`src/rtl/fetch_unit_pkg.sv`:
```
// Shared definitions for the fetch stage.
//   fetch_state_t : run state of the fetch FSM
//   *_DEF         : default widths for PC, branch-target LUT index, counter
package fetch_unit_pkg;

  typedef enum logic [1:0] {
    IDLE = 2'd0,
    RUN  = 2'd1,
    HALT = 2'd2
  } fetch_state_t;

  localparam int PC_W_DEF    = 10;
  localparam int LUT_IDX_DEF = 5;
  localparam int CNT_W_DEF   = 16;

endpackage

```
`src/rtl/fetch_unit_branch_lut.sv`:
```
// Branch-target lookup table. Combinational constant table; the
// program-specific entries live only here. Unlisted indices give 0.
// Ports:
//   idx    in  LUT_IDX  index taken from the instruction immediate field
//   target out PC_W     branch target address
module branch_lut
  import fetch_unit_pkg::*;
#(
  parameter int LUT_IDX = LUT_IDX_DEF,
  parameter int PC_W    = PC_W_DEF
) (
  input  logic [LUT_IDX-1:0] idx,
  output logic [PC_W-1:0]    target
);

  always_comb begin
    target = '0;
    case (idx)
      LUT_IDX'(1):  target = PC_W'(20);
      LUT_IDX'(2):  target = PC_W'(37);
      LUT_IDX'(3):  target = PC_W'(100);
      LUT_IDX'(7):  target = PC_W'(512);
      LUT_IDX'(31): target = PC_W'(1023);
      default:      target = '0;
    endcase
  end

endmodule

```
`src/rtl/fetch_unit.sv`:
```
// Program-counter / instruction-fetch stage. Holds the PC, drives the ROM
// address, resolves branches from Control's strobes and the ALU flags,
// halts on Done and counts retired instructions (saturating).
// Ports:
//   CLK        in   1        clock, rising edge
//   Reset_n    in   1        asynchronous active-low reset
//   Start      in   1        level; forces IDLE, PC=0, InstCount=0
//   Branch     in   1        unconditional branch
//   BranchEq   in   1        branch if EqFlag
//   BranchLT   in   1        branch if LtFlag
//   Done       in   1        halt strobe
//   EqFlag     in   1        equal flag
//   LtFlag     in   1        less-than flag
//   TargetIdx  in   LUT_IDX  branch-target LUT index
//   PC         out  PC_W     current instruction address
//   Running    out  1        state is RUN
//   Halted     out  1        state is HALT
//   InstCount  out  CNT_W    instructions retired since last Start
module fetch_unit
  import fetch_unit_pkg::*;
#(
  parameter int PC_W    = PC_W_DEF,
  parameter int LUT_IDX = LUT_IDX_DEF,
  parameter int CNT_W   = CNT_W_DEF
) (
  input  logic               CLK,
  input  logic               Reset_n,
  input  logic               Start,
  input  logic               Branch,
  input  logic               BranchEq,
  input  logic               BranchLT,
  input  logic               Done,
  input  logic               EqFlag,
  input  logic               LtFlag,
  input  logic [LUT_IDX-1:0] TargetIdx,
  output logic [PC_W-1:0]    PC,
  output logic               Running,
  output logic               Halted,
  output logic [CNT_W-1:0]   InstCount
);

  fetch_state_t     state_q, state_d;
  logic [PC_W-1:0]  pc_q, pc_d;
  logic [CNT_W-1:0] cnt_q, cnt_d;
  logic [PC_W-1:0]  lut_target;
  logic             taken;

  branch_lut #(
    .LUT_IDX (LUT_IDX),
    .PC_W    (PC_W)
  ) u_branch_lut (
    .idx    (TargetIdx),
    .target (lut_target)
  );

  // Multiple strobes simply OR together; they share one LUT entry.
  assign taken = Branch | (BranchEq & EqFlag) | (BranchLT & LtFlag);

  always_ff @(posedge CLK or negedge Reset_n) begin
    if (!Reset_n) begin
      state_q <= IDLE;
      pc_q    <= '0;
      cnt_q   <= '0;
    end else begin
      state_q <= state_d;
      pc_q    <= pc_d;
      cnt_q   <= cnt_d;
    end
  end

  always_comb begin
    state_d = state_q;
    pc_d    = pc_q;
    cnt_d   = cnt_q;
    if (Start) begin
      state_d = IDLE;
      pc_d    = '0;
      cnt_d   = '0;
    end else begin
      case (state_q)
        IDLE: state_d = RUN;
        RUN: begin
          // One instruction retires every RUN cycle, including the halting one.
          if (cnt_q != '1) cnt_d = cnt_q + CNT_W'(1);
          if (Done)       state_d = HALT;
          else if (taken) pc_d = lut_target;
          else            pc_d = pc_q + PC_W'(1);  // wraps at 2^PC_W
        end
        HALT: ;
        default: state_d = IDLE;
      endcase
    end
  end

  assign PC        = pc_q;
  assign InstCount = cnt_q;
  assign Running   = (state_q == RUN);
  assign Halted    = (state_q == HALT);

endmodule
```
`config.mk`:
```
export PLATFORM = sky130hd
export DESIGN_NAME = fetch_unit
export DESIGN_NICKNAME = d
export VERILOG_FILES = /design/src/rtl/fetch_unit_pkg.sv /design/src/rtl/fetch_unit_branch_lut.sv /design/src/rtl/fetch_unit.sv
export SDC_FILE = /design/constraint.sdc
export NUM_CORES = 1
export LEC_CHECK = 0
export BUFFER_PORTS_ARGS = -buffer_cell sky130_fd_sc_hd__buf_4
export CORE_MARGIN = 1.5
export CORE_UTILIZATION = 58
export CTS_CLUSTER_SIZE = 14
export DETAILED_ROUTE_END_ITERATION = 10
export HOLD_SLACK_MARGIN = 0.12
export PLACE_DENSITY = 0.85
export REMOVE_ABC_BUFFERS = 1
export SLEW_MARGIN = 20
export SYNTH_ARGS = -nofsm -noshare
export SYNTH_HDL_FRONTEND = slang
export SYNTH_SLANG_ARGS = --single-unit
```
`constraint.sdc`:
```
create_clock -name CLK -period 4.4 [get_ports CLK]
set_clock_uncertainty 0.15 [all_clocks]
set_input_delay 0.44 -clock CLK [delete_from_list [all_inputs] [get_ports CLK]]
set_output_delay 0.44 -clock CLK [all_outputs]
set_load 0.005 [all_outputs]
```
==> reports/qor.yml <==
detailed_routing:
  final_antenna_net_count: 0
  drtIter0Drc: 74
  drc_errors: 0
  num_vias: 1744
  wl_per_cell_um: 16.31
  drt-total-wl_um: 4273
  firstDrtPassIters: 4
  via_per_inst: 6.656
timing:
  slew_headroom_pct: 46.49
  hold_viol_final: 0
  max_freq_ghz: 0.4253
  post-route-min-period_ns: 2.351
  setup-tns-final_ns: 0
  grt_setup_unrepaired: "false"
  tightest_slew_ns: 0.7992
  finalSetupViolCount: 0
  period_share_pct: 53.43
  slew_viol_final: 0
grt:
  grt_max_degree: 32
  grt_usage_pct: 26.85
  grt_pass1_vias: 1651
  grt_pass1_wl_um: 7217
  antenna_found_initial: 0
  grt_overflow_total: 0
synthesis:
  synth_top_cells_by_area: "dfrtp_1 (39%), a211oi_1 (4.2%), o21ai_0 (3.1%)"
  synth_seq_cells: 28
  synth_top_area_share_pct: 38.97
  synth_cells: 193
  async_flop_share_pct: 100.0
  synth_edf_count: 0
  synth_ff_type: "dfrtp_1"
  yosysUniqueCellTypes: 58
  synth-warning-count: 0
  seq_area_frac_synth_pct: 38.97
  synth_top_area_cell: "dfrtp_1"
  postSynthAreaPerCell_um2: 9.316
  synth_area_mm2: 0.001798
place:
  gp_congestion: 0.8678
  post-dp-hpwl_um: 3106
  placed_cell_area_mm2: 0.002098
  io_buffers: 41
finish:
  regArea_um2: 700.7
  layout_commonest_cell: "buf_4"
  final_area_mm2: 0.002131
  multi_input_area_mm2: 0.001030
  drive_gt1_share_pct: 26.64
  nets: 247
  mostFrequentLayoutCells: "buf_4 (41), dfrtp_1 (28), nor2_1 (14), nand2_1 (14), o21ai_0 (11)"
  num_antenna_cells: 0
  syn_to_final_growth_pct: 18.51
  fillerInstances: 242
setup_path:
  cp_max_fo: 15
  crit_type: "register to register"
  arrival_ns: 2.43
  worst_setup_path_end_kind: "register"
  start_kind: "register"
  cp.required_ns: 4.48
power_and_ir_drop:
  ir_drop_v: 0.0001041
  power_mw: 0.4498
  pwr_density_cell_mw_per_mm2: 211.1
  leakage_nw: 0.9491
flow_run:
  max-cap-violations: 0
cts:
  post_cts_buffers: 0
  cts_buffer_depth: 2
  cts_tree: "built"
  worstSkewPairLatency_ns: 0.32
  cts.clk_slew.worst_paths_ns: 0.15
  numCtsBuffers: 3
  htreeDepth: 1
  cts_root_buf: "clkbuf_4"
  cts.sinks: 28
floorplan:
  die_area_mm2: 0.003443
  io-pin-count: 42
  dieWidth_um: 58.68
  fp.coreArea_mm2: 0.003003
  fp.dieH_um: 58.68
  start_util_pct: 59.87
  row_count: 20
min_path:
  min_path_type: "input port to register"
outcome:
  status: "completed"
## worst max-delay path, cell delays in order (launching register included)
cell and delay, ns:
dfrtp_1 0.43, ha_1 0.22, and4_4 0.27, nor4b_4 0.67
a211oi_1 0.19, mux2_2 0.31
## per-stage QoR
step | hold slack, ns | std cells | util, % | setup slack, ns
final | 0.1588 | 262 | 70.96 | 2.049
after CTS | 0.1564 | 262 | 70.96 | 2.069
after floorplan | -0.005591 | 184 | - | 2.365
after global placement | 0.2255 | 258 | 69.88 | 2.042
after detailed placement | 0.2336 | 258 | 69.88 | 1.950
after global routing | 0.1477 | 262 | 70.96 | 1.937
## what timing repair did
item / 4_1_cts / 5_1_grt
hold buffers: 1 / 0
resized for setup: 0 / 0
hold endpoints to repair: 28 / 0
## logic make-up (layout without fill, tap and decap cells)
group | count (synthesis) | after routing | synth area share [%]
AND/OR/NAND/NOR | 73 | 73 | 23.31
AO/OA/AOI/OAI | 67 | 67 | 26.79
flip-flops | 28 | 28 | 38.97
buffers and inverters | 14 | 50 | 3.758
multiplexers | 8 | 8 | 5.289
adder cells (fa/ha/maj) | 2 | 2 | 1.392
XOR/XNOR | 1 | 1 | 0.4872
## report_power, final
group / internal [mW] / switching [mW]
registers: 0.263 / 0.00702
logic: 0.0314 / 0.0412
clock network: 0.0321 / 0.0751
total: 0.326 / 0.123
## path summary, 6_finish.rpt
path	from	to	slack [ns]	cells after the start
max in group asynchronous	Reset_n	PC[6]$_DFFE_PN0P_	3.44	2
hold reg to reg	state_q[1]$_DFFE_PN0P_	state_q[0]$_DFFE_PN0P_	0.36	1
min in group asynchronous	Reset_n	InstCount[9]$_DFFE_PN0P_	0.39	2
setup reg to reg	InstCount[0]$_DFFE_PN0P_	InstCount[0]$_DFFE_PN0P_	2.05	5
setup / recovery	InstCount[0]$_DFFE_PN0P_	InstCount[0]$_DFFE_PN0P_	2.05	5
hold / removal	Done	state_q[0]$_DFFE_PN0P_	0.16	2
## final cells by class
cell class	instances	share of cell area (%)
Clock buffer	3	1.057
Timing Repair Buffer	42	14.91
Multi-Input combinational cell	151	48.33
Sequential cell	28	32.88
Inverter	5	0.8808
Tap cell	33	1.938
## cell usage after synthesis (3+ instances only)
library cell,instances
a211oi_1,10
a21oi_1,9
a22o_1,4
and3_1,4
buf_2,3
clkbuf_1,3
dfrtp_1,28
inv_1,5
mux2_2,4
nand2_1,14
nand3_1,6
nand4_1,4
nor2_1,14
nor2b_1,6
nor3_1,5
o21ai_0,11
o31ai_1,7
or4_1,4
## per-layer routing
| metal | wire length (um) | vias up | GRT usage [%] |
|---|---|---|---|
| li1 | - | 823 | - |
| met1 | 1776 | 851 | 31.05 |
| met2 | 2224 | 59 | 48.80 |
| met3 | 191 | 11 | 3.077 |
| met4 | 81 | 0 | 13.31 |
| met5 | 0 | - | 0 |
## state kept, by name (all words and copies together), names as in the netlist
signal,count
state_q,2
PC,10
InstCount,16
Power figures use the tool's default switching activity.
